$ cat config.mk
export PLATFORM = sky130hd
export DESIGN_NAME = tx_hex_formatter
export DESIGN_NICKNAME = d
export VERILOG_FILES = /design/src/rtl/tx_hex_formatter.sv
export SDC_FILE = /design/constraint.sdc
export NUM_CORES = 1
export LEC_CHECK = 0
export CAP_MARGIN = 30
export CORE_AREA = 5 5 99 101
export DETAILED_ROUTE_END_ITERATION = 12
export DIE_AREA = 0 0 104 106
export GPL_TIMING_DRIVEN = 1
export PLACE_DENSITY = 0.49
export SETUP_SLACK_MARGIN = 0.5
export SLEW_MARGIN = 20
export SYNTH_ARGS = -nofsm -noshare
export SYNTH_HDL_FRONTEND = slang
export SYNTH_SLANG_ARGS = --single-unit
$ cat constraint.sdc
create_clock -name clk -period 2.97 [get_ports clk]
set_input_delay 0.297 -clock clk [delete_from_list [all_inputs] [get_ports clk]]
set_output_delay 0.297 -clock clk [all_outputs]
set_load 0.01 [all_outputs]
$ cat src/rtl/tx_hex_formatter.sv
// tx_hex_formatter: captures a binary word and feeds it, as ASCII hex digits
// (MSB nibble first, optional CR LF), into a UART transmit buffer using a
// rising-edge write strobe and the buffer-full back-pressure flag.
module tx_hex_formatter #(
    parameter int NIBBLES       = 8,
    parameter int BIT_PER_WORD  = 7,
    parameter int UPPERCASE     = 1,
    parameter int APPEND_CRLF   = 1,
    parameter int STROBE_CYCLES = 2,
    parameter int GAP_CYCLES    = 4
) (
    input  logic                   clk,
    input  logic                   rst,
    input  logic [4*NIBBLES-1:0]   value,
    input  logic                   value_valid,
    output logic                   ready,
    output logic [BIT_PER_WORD:0]  data_out,
    output logic                   data_clk,
    input  logic                   busy_in,
    output logic                   done
);

    localparam int WW     = 4 * NIBBLES;
    localparam int NCHARS = NIBBLES + 2 * APPEND_CRLF;
    localparam int IW     = (NCHARS > 1) ? $clog2(NCHARS) : 1;
    localparam int CMAX   = (STROBE_CYCLES > GAP_CYCLES) ? STROBE_CYCLES : GAP_CYCLES;
    localparam int CW     = $clog2(CMAX + 1);

    localparam logic [IW-1:0] LAST_IDX    = IW'(NCHARS - 1);
    localparam logic [CW-1:0] STROBE_LAST = CW'(STROBE_CYCLES - 1);
    localparam logic [CW-1:0] GAP_LAST    = CW'(GAP_CYCLES - 1);

    localparam logic [2:0] S_IDLE   = 3'd0;
    localparam logic [2:0] S_WAIT   = 3'd1;
    localparam logic [2:0] S_STROBE = 3'd2;
    localparam logic [2:0] S_GAP    = 3'd3;
    localparam logic [2:0] S_DONE   = 3'd4;

    logic [2:0]            state_q, state_d;
    logic [IW-1:0]         idx_q, idx_d;
    logic [CW-1:0]         cnt_q, cnt_d;
    logic [WW-1:0]         shreg_q, shreg_d;
    logic [BIT_PER_WORD:0] data_out_q, data_out_d;
    logic                  data_clk_q, data_clk_d;
    logic                  ready_q, ready_d;
    logic                  done_q, done_d;

    logic [WW-1:0]         shifted;
    logic [IW-1:0]         idx_nx;

    // 7-bit ASCII for one hex digit
    function automatic logic [6:0] hex_char(input logic [3:0] n);
        if (n < 4'd10)
            return 7'h30 + {3'b000, n};
        else
            return ((UPPERCASE != 0) ? 7'h41 : 7'h61) + {3'b000, n - 4'd10};
    endfunction

    // Character at position idx: digits first, then CR and LF
    function automatic logic [BIT_PER_WORD:0] char_at(input logic [IW-1:0] idx,
                                                      input logic [3:0]    nib);
        logic [BIT_PER_WORD:0] r;
        r = '0;
        if (int'(idx) < NIBBLES)
            r[6:0] = hex_char(nib);
        else if (int'(idx) == NIBBLES)
            r[6:0] = 7'h0D;
        else
            r[6:0] = 7'h0A;
        return r;
    endfunction

    // Next-state logic: sequencer, character index, strobe/gap timer
    always_comb begin
        state_d    = state_q;
        idx_d      = idx_q;
        cnt_d      = cnt_q;
        shreg_d    = shreg_q;
        data_out_d = data_out_q;
        shifted    = shreg_q << 4;
        idx_nx     = idx_q + 1'b1;

        case (state_q)
            S_IDLE: begin
                if (value_valid) begin
                    shreg_d    = value;
                    idx_d      = '0;
                    cnt_d      = '0;
                    // Character is loaded on WAIT entry so it is settled
                    // well before the first strobe edge.
                    data_out_d = char_at('0, value[WW-1 -: 4]);
                    state_d    = S_WAIT;
                end
            end
            S_WAIT: begin
                if (!busy_in) begin
                    cnt_d   = '0;
                    state_d = S_STROBE;
                end
            end
            S_STROBE: begin
                if (cnt_q == STROBE_LAST) begin
                    cnt_d   = '0;
                    state_d = S_GAP;
                end else begin
                    cnt_d = cnt_q + 1'b1;
                end
            end
            S_GAP: begin
                if (cnt_q == GAP_LAST) begin
                    cnt_d = '0;
                    if (idx_q == LAST_IDX) begin
                        state_d = S_DONE;
                    end else begin
                        // Shift so the next digit sits in the top nibble;
                        // zeros shifted in during CR/LF are never used.
                        idx_d      = idx_nx;
                        shreg_d    = shifted;
                        data_out_d = char_at(idx_nx, shifted[WW-1 -: 4]);
                        state_d    = S_WAIT;
                    end
                end else begin
                    cnt_d = cnt_q + 1'b1;
                end
            end
            S_DONE:  state_d = S_IDLE;
            default: state_d = S_IDLE;
        endcase

        data_clk_d = (state_d == S_STROBE);
        ready_d    = (state_d == S_IDLE);
        done_d     = (state_d == S_DONE);
    end

    // State registers; reset drops the strobe immediately and abandons the word
    always_ff @(posedge clk) begin
        if (rst) begin
            state_q    <= S_IDLE;
            idx_q      <= '0;
            cnt_q      <= '0;
            shreg_q    <= '0;
            data_out_q <= '0;
            data_clk_q <= 1'b0;
            ready_q    <= 1'b1;
            done_q     <= 1'b0;
        end else begin
            state_q    <= state_d;
            idx_q      <= idx_d;
            cnt_q      <= cnt_d;
            shreg_q    <= shreg_d;
            data_out_q <= data_out_d;
            data_clk_q <= data_clk_d;
            ready_q    <= ready_d;
            done_q     <= done_d;
        end
    end

    assign ready    = ready_q;
    assign data_out = data_out_q;
    assign data_clk = data_clk_q;
    assign done     = done_q;

endmodule

==> summary.txt, run 1 <==
Outcome
  – Status: finished clean

Timing
  – Slew @ Worst Pin: 515 ps
  – RSZ-0062 raised after global routing: false
  – Max Fclk: 0.521 GHz
  – Crit path time final: 1920 ps
  – Final clock skew: 9.82 ps
  – Pins Over Slew Limit: 0
  – Max_slew headroom: 65.4%
  – Final worst-path cycle share: 64.7%
  – # setup viols final: 0
  – TNS Setup: 0 ps
  – Final-report hold violation count: 0

Synth
  – FFs w/ async S/R, synth: 0%
  – Synth cell types: 43
  – Syn nets: 365
  – Top cell type's share of synthesized area: 37.6%
  – Mapped Avg Cell Area: 8.08 um^2
  – Synth area leader: dfxtp_1
  – Syn Inst Count: 316
  – Most frequent cell after synthesis: nand2_1
  – Synth top area cells: dfxtp_1, nand2_1, a311oi_1
  – Post-synth EDFFs: 0
  – Sequential area share after synthesis: 37.6%
  – Post-Syn Area: 0.00255 mm^2
  – #FFs+latches synth: 48
  – Commonest cells post-synth: nand2_1, dfxtp_1, nor2_1
  – Synth warnings: 0
  – Top FF cell, synth: dfxtp_1

Routing
  – Vias per cell: 4.86
  – DRC violations left: 0
  – Routed vias: 2,240
  – Avg WL per Cell: 12.8 um
  – Drt first pass iters: 4
  – DR iter-0 viols: 72
  – Post-Route WL: 5880 um
  – Routed Antenna Nets: 0

Final layout
  – Nets: 398
  – Diodes inserted: 0
  – FF+latch area: 961 um^2
  – Multi-input gate area: 0.00141 mm^2
  – Layout area overhead: 24.9%
  – Ratio of cells with drive above 1 in the final layout: 5.14%
  – Final cell count without fillers: 461
  – # fillers: 965

Hold path
  – Hold Crit Class: register to register
  – Hold_sp: shreg_q[2]

Setup path
  – Worst Path Arrival: 2150 ps
  – Critical-path maximum fanout: 16
  – Worst Setup Start Kind: register
  – CP Capture Type: register
  – Crit Path Class: register to register
  – Worst Path Required: 3200 ps
  – CP startpoint: idx_q[1]
  – Reg2reg start: idx_q[1]

Global route
  – Total track usage: 10.5%
  – Vias in the first global route: 2,105
  – Largest net degree at the start of global routing: 61
  – Antenna violations before repair: 0
  – Gr ovfl total: 0
  – First-pass GRT wire length: 9940 um

Floorplanning
  – Site Rows: 35
  – Die area: 0.0110 mm^2
  – Die W: 104 um
  – CORE AREA: 0.00893 mm^2
  – Chip height: 106 um
  – Starting density of the core: 28.6%
  – I/O pin cnt: 47

Clocking
  – Num Clock Sinks: 48
  – Clock slew at reported path FFs: 100 ps
  – Cts repair resizes: 0
  – CTS Hold Bufs: 0
  – Clock Path Buffers: 2
  – CTS tree: done
  – Num CTS Buffers: 5
  – Root Buffer Master: clkbuf_8
  – H-tree depth: 2
  – Clk Latency, worst-skew pair: 300 ps
  – Post-CTS setup buffer count: 0

Placed design
  – Final Wtd Congestion: 0.782
  – Dpl cells: 453
  – Dpl hpwl: 4120 um
  – PortBufs: 45

Power
  – Overall Power: 1590 uW
  – Max VDD drop: 0.207 mV
  – PwrDens: 498 mW/mm^2
  – Pleak: 0.00119 uW

Job
  – Max Cap Viol: 0
[where the power goes]
part / switching (uW) / leakage (uW) / internal [uW] / total [uW]
combinational: 139 / 0.000723 / 143 / 282
clock: 236 / 0.0000687 / 339 / 575
sequential: 35.2 / 0.000395 / 696 / 731
total: 410 / 0.00119 / 1180 / 1590
[placed cells by master, fill, tap and decap left out, types with 2 or more instances in the layout]
| master | synthesis | routed |
|---|---|---|
| nand3b_1 | 5 | 5 |
| a311oi_1 | 26 | 26 |
| nor2_1 | 33 | 33 |
| dfxtp_1 | 48 | 48 |
| nand2_1 | 61 | 61 |
| bufinv_16 | 0 | 2 |
| clkbuf_8 | 0 | 5 |
| nor2b_1 | 5 | 5 |
| nand2b_1 | 2 | 2 |
| a21oi_1 | 24 | 24 |
| xnor2_1 | 2 | 2 |
| o21ai_0 | 7 | 7 |
| xor2_1 | 3 | 3 |
| o31ai_1 | 2 | 2 |
| and3b_1 | 4 | 4 |
| clkdlybuf4s50_1 | 0 | 45 |
| o22ai_1 | 2 | 2 |
| nor3_1 | 6 | 6 |
| a211o_1 | 2 | 2 |
| o41ai_1 | 2 | 2 |
| inv_1 | 12 | 12 |
| a211oi_1 | 3 | 3 |
| a21o_1 | 2 | 2 |
| buf_4 | 1 | 3 |
| and3_1 | 3 | 3 |
| ha_1 | 13 | 13 |
| nand3_1 | 11 | 11 |
[flip-flops by register name (all words and copies together), names as in the netlist]
| register | count |
|---|---|
| shreg_q | 28 |
| data_out | 7 |
| idx_q | 4 |
| cnt_q | 3 |
| state_q | 3 |
| data_clk | 1 |
| done | 1 |
| ready | 1 |
[critical path, cell delays in order (launching register included)]
cell,delay [ps]
dfxtp_1,420
inv_1,60
ha_1,170
and3b_1,240
o31a_4,460
or3_1,360
a21oi_1,140
[final cells by class]
| cell class | count | share of cell area, % |
|---|---|---|
| clock buffers | 5 | 2.16 |
| clock inverters | 3 | 2.16 |
| inverters | 12 | 1.41 |
| multi-input cells | 233 | 44.3 |
| flip-flops and latches | 48 | 30.1 |
| well taps | 111 | 4.35 |
| repair buffers | 49 | 15.5 |
[metrics by stage]
stage / util [%] / cell area (um^2) / setup slack (ps) / hold WS (ps)
6_report: 35.7 / 3190 / 1050 / 461
5_1_grt: 35.7 / 3190 / 896 / 490
2_1_floorplan: - / 2550 / 1220 / 432
4_1_cts: 35.7 / 3190 / 1030 / 463
3_3_place_gp: 34.2 / 3050 / 858 / 443
3_5_place_dp: 34.2 / 3050 / 827 / 450
[layer usage]
layer  up-vias  share of wire [%]  global-route usage (%)
li1       1175                  -                       -
met3         4                3.5                    2.25
met1      1020                 50                    14.2
met2        41                 45                    17.0
met4         0                1.2                    3.05
met5         -                  0                       0
[logic make-up (layout without fill, tap and decap cells)]
logic type | after synthesis | count (layout) | synth area share [%]
adder cells (fa/ha/maj) | 13 | 13 | 6.37
XOR/XNOR | 5 | 5 | 1.72
AO/OA/AOI/OAI | 78 | 78 | 22.6
multiplexers | 1 | 1 | 0.392
other | 1 | 1 | 0.147
flip-flops | 48 | 48 | 37.6
buffers and inverters | 35 | 69 | 7.01
AND/OR/NAND/NOR | 135 | 135 | 24.1
[path summary, 6_finish.rpt]
| check | endpoint | slack (ps) | cells after the start |
|---|---|---|---|
| setup / recovery | idx_q[1] | 1050 | 6 |
| hold reg to reg | shreg_q[2] | 460 | 2 |
| setup reg to reg | idx_q[1] | 1050 | 6 |
| hold / removal | shreg_q[2] | 460 | 2 |
(Power assumes the default switching activity.)
==> run 2, diff against run 1 <==
==> constraint.sdc (replaced) <==
create_clock -name clk -period 1.86 [get_ports clk]
set_input_delay 0.186 -clock clk [delete_from_list [all_inputs] [get_ports clk]]
set_output_delay 0.186 -clock clk [all_outputs]
set_load 0.01 [all_outputs]
==> run 2 against run 1 <==
  * Count of clock-buffer cells in the layout is the same
  * Critical path type unchanged
  * Flip-flop and latch count is the same
  * Fmax grew 8.9%
  * Critical path depth grew 1
  * Routed wire length grew 17%
  * Combinational power grew to 2.5 times the previous value
  * Utilization grew 10 points
  * Power grew 76%
  * Die area is the same
  * Worst setup slack lost 950 ps
==> summary.txt, run 2 (synthesized netlist as in run 1, its figures left out) <==
Outcome
  – Status: finished clean

Setup path
  – Critical-path top delay cell: or3_4
  – Number of buffers and inverters on the critical path: 1 (unchanged)
  – CP Capture Type: register
  – CP cell instances: ha_4 -> ha_4 -> nand2_4 -> buf_6 -> o31a_4 -> or3_4 -> a21oi_2
  – Worst Path Required: 2100 ps (-1100 ps)
  – CP delay by family, top: compound AO/OA/AOI/OAI gates
  – Crit Path Class: register to register
  – CP peak stage delay: 380 ps (-80 ps)
  – Critical-path maximum fanout: 4 (-12)
  – Worst Setup Start Kind: register
  – Worst Path Arrival: 2000 ps (-150 ps)
  – Crit-path most repeated cell: ha_4

Routing
  – Avg WL per Cell: 13.5 um (+5.5%)
  – Routed vias: 2,457 (+9.7%)
  – Routed Antenna Nets: 0 (unchanged)
  – Post-Route WL: 6890 um (+17%)
  – DRC violations left: 0 (unchanged)
  – Vias per cell: 4.80 (-1.2%)
  – DR iter-0 viols: 70 (-2.8%)
  – Drt first pass iters: 4 (unchanged)

Timing
  – Final clock skew: 9.12 ps (-0.699 ps)
  – Final worst-path cycle share: 94.8% (+30 points)
  – Max Fclk: 0.567 GHz (+8.9%)
  – RSZ-0062 raised after global routing: true
  – Pins Over Slew Limit: 0 (unchanged)
  – Final-report hold violation count: 0 (unchanged)
  – TNS Setup: 0 ps (unchanged)
  – Crit path time final: 1760 ps (-157 ps)
  – # setup viols final: 0 (unchanged)

Global route
  – Gr ovfl total: 0 (unchanged)
  – Total track usage: 11.8% (+1.3 points)
  – First-pass GRT wire length: 10,900 um (+9.5%)
  – Vias in the first global route: 2,319 (+10%)
  – Largest net degree at the start of global routing: 46 (-25%)
  – Antenna violations before repair: 0 (unchanged)

Final layout
  – Largest Register: shreg_q
  – Layout area overhead: 60.0%
  – Diodes inserted: 0 (unchanged)
  – Ratio of cells with drive above 1 in the final layout: 30.9% (+26 points)
  – Nets: 449 (+13%)
  – Commonest non-fill, non-tap cell in the layout: nand2_1
  – Max reg flops: 28 (unchanged)
  – Most frequent cells in the layout: nand2_1, dfxtp_1, clkdlybuf4s50_1

Clocking
  – H-tree depth: 2 (unchanged)
  – Clock slew at reported path FFs: 100 ps (about the same)
  – CTS tree: done
  – Clk Latency, worst-skew pair: 310 ps (about the same)
  – Num CTS Buffers: 5 (unchanged)
  – Root Buffer Master: clkbuf_8
  – Clock Path Buffers: 2 (unchanged)
  – Num Clock Sinks: 48 (unchanged)

Floorplanning
  – Site Rows: 35 (unchanged)
  – I/O pin cnt: 47 (unchanged)
  – Starting density of the core: 28.6% (unchanged)
  – Chip height: 106 um (unchanged)
  – Die area: 0.0110 mm^2 (unchanged)
  – Die W: 104 um (unchanged)
  – CORE AREA: 0.00893 mm^2 (unchanged)

Power
  – Pleak: 0.00168 uW (+41%)
  – Sw frac: 26.2% (+0.36 points)
  – Overall Power: 2790 uW (+76%)
  – Clk network pwr share: 32.8% (-3.4 points)
  – PwrDens: 684 mW/mm^2 (+37%)
  – Int Pwr: 2060 uW (+75%)
  – Flop pwr share: 41.7% (-4.3 points)
  – Max VDD drop: 0.361 mV (+74%)
  – Net load switching power: 731 uW (+78%)
  – Combinational power share: 25.6% (+7.8 points)

Placed design
  – Final Wtd Congestion: 0.733 (-6.2%)
  – PortBufs: 45 (unchanged)
  – Dpl hpwl: 4440 um (+7.8%)

Hold path
  – Hold Crit Class: primary input to register

Job
  – Max Cap Viol: 0 (unchanged)
run 2: layout make-up:
class | instances | area [um^2]
timing repair buffer | 100 | 1110
sequential | 48 | 976
inverter | 12 | 47.5
fill | 879 | 4850
clock inverter | 3 | 68.8
tap | 111 | 139
multi-input combinational | 233 | 1670
clock buffer | 5 | 68.8
run 2: timing repair:
action / in CTS / in global routing
hold buffers: 0 / 0
setup buffers: 5 / 12
endpoints found under the setup margin: 54 / 51
gates cloned: 1 / 4
gates resized for setup: 30 / 64
pin swaps: 12 / 24
run 2: worst reg2reg max path, cell delays in order (launching register included):
cell	delay (ps)
dfxtp_2	360
ha_4	150
ha_4	130
nand2_4	50
buf_6	120
o31a_4	370
or3_4	380
a21oi_2	140
run 2: power groups by stage:
stage	registers, uW	clock network [uW]	logic [uW]
4_1_cts	1170	954	566
3_3_place_gp	1190	0	520
6_report	1170	916	714
3_5_place_dp	1190	0	525
2_1_floorplan	1180	0	299
5_1_grt	1180	998	780
run 2: path summary, 6_finish.rpt:
| path | start | to | slack (ps) | cells past startpoint |
|---|---|---|---|---|
| min reg2reg | shreg_q[0] | shreg_q[0] | 460 | 2 |
| max | cnt_q[0] | idx_q[1] | 100 | 7 |
| max reg2reg | cnt_q[0] | idx_q[1] | 100 | 7 |
| min | value[9] | shreg_q[9] | 440 | 3 |
run 2: per-stage QoR:
stage | setup WS, ps | instance area, um^2 | instances | utilization (%) | hold slack, ps
2_1_floorplan | 219 | 2600 | 316 | - | 338
3_3_place_gp | -148 | 3360 | 482 | 37.6 | 441
3_5_place_dp | -199 | 3360 | 482 | 37.6 | 445
4_1_cts | 57.6 | 3650 | 496 | 40.9 | 431
5_1_grt | 47.6 | 4090 | 512 | 45.7 | 442
6_report | 96.4 | 4090 | 512 | 45.7 | 442
run 2: layer usage:
| metal | GRT usage, % | wire (um) | up-vias |
|---|---|---|---|
| met4 | 3.33 | 75 | 0 |
| met2 | 19.5 | 3350 | 42 |
| met5 | 0 | 0 | - |
| met3 | 3.10 | 244 | 5 |
| met1 | 15.2 | 3220 | 1129 |
| li1 | - | - | 1281 |
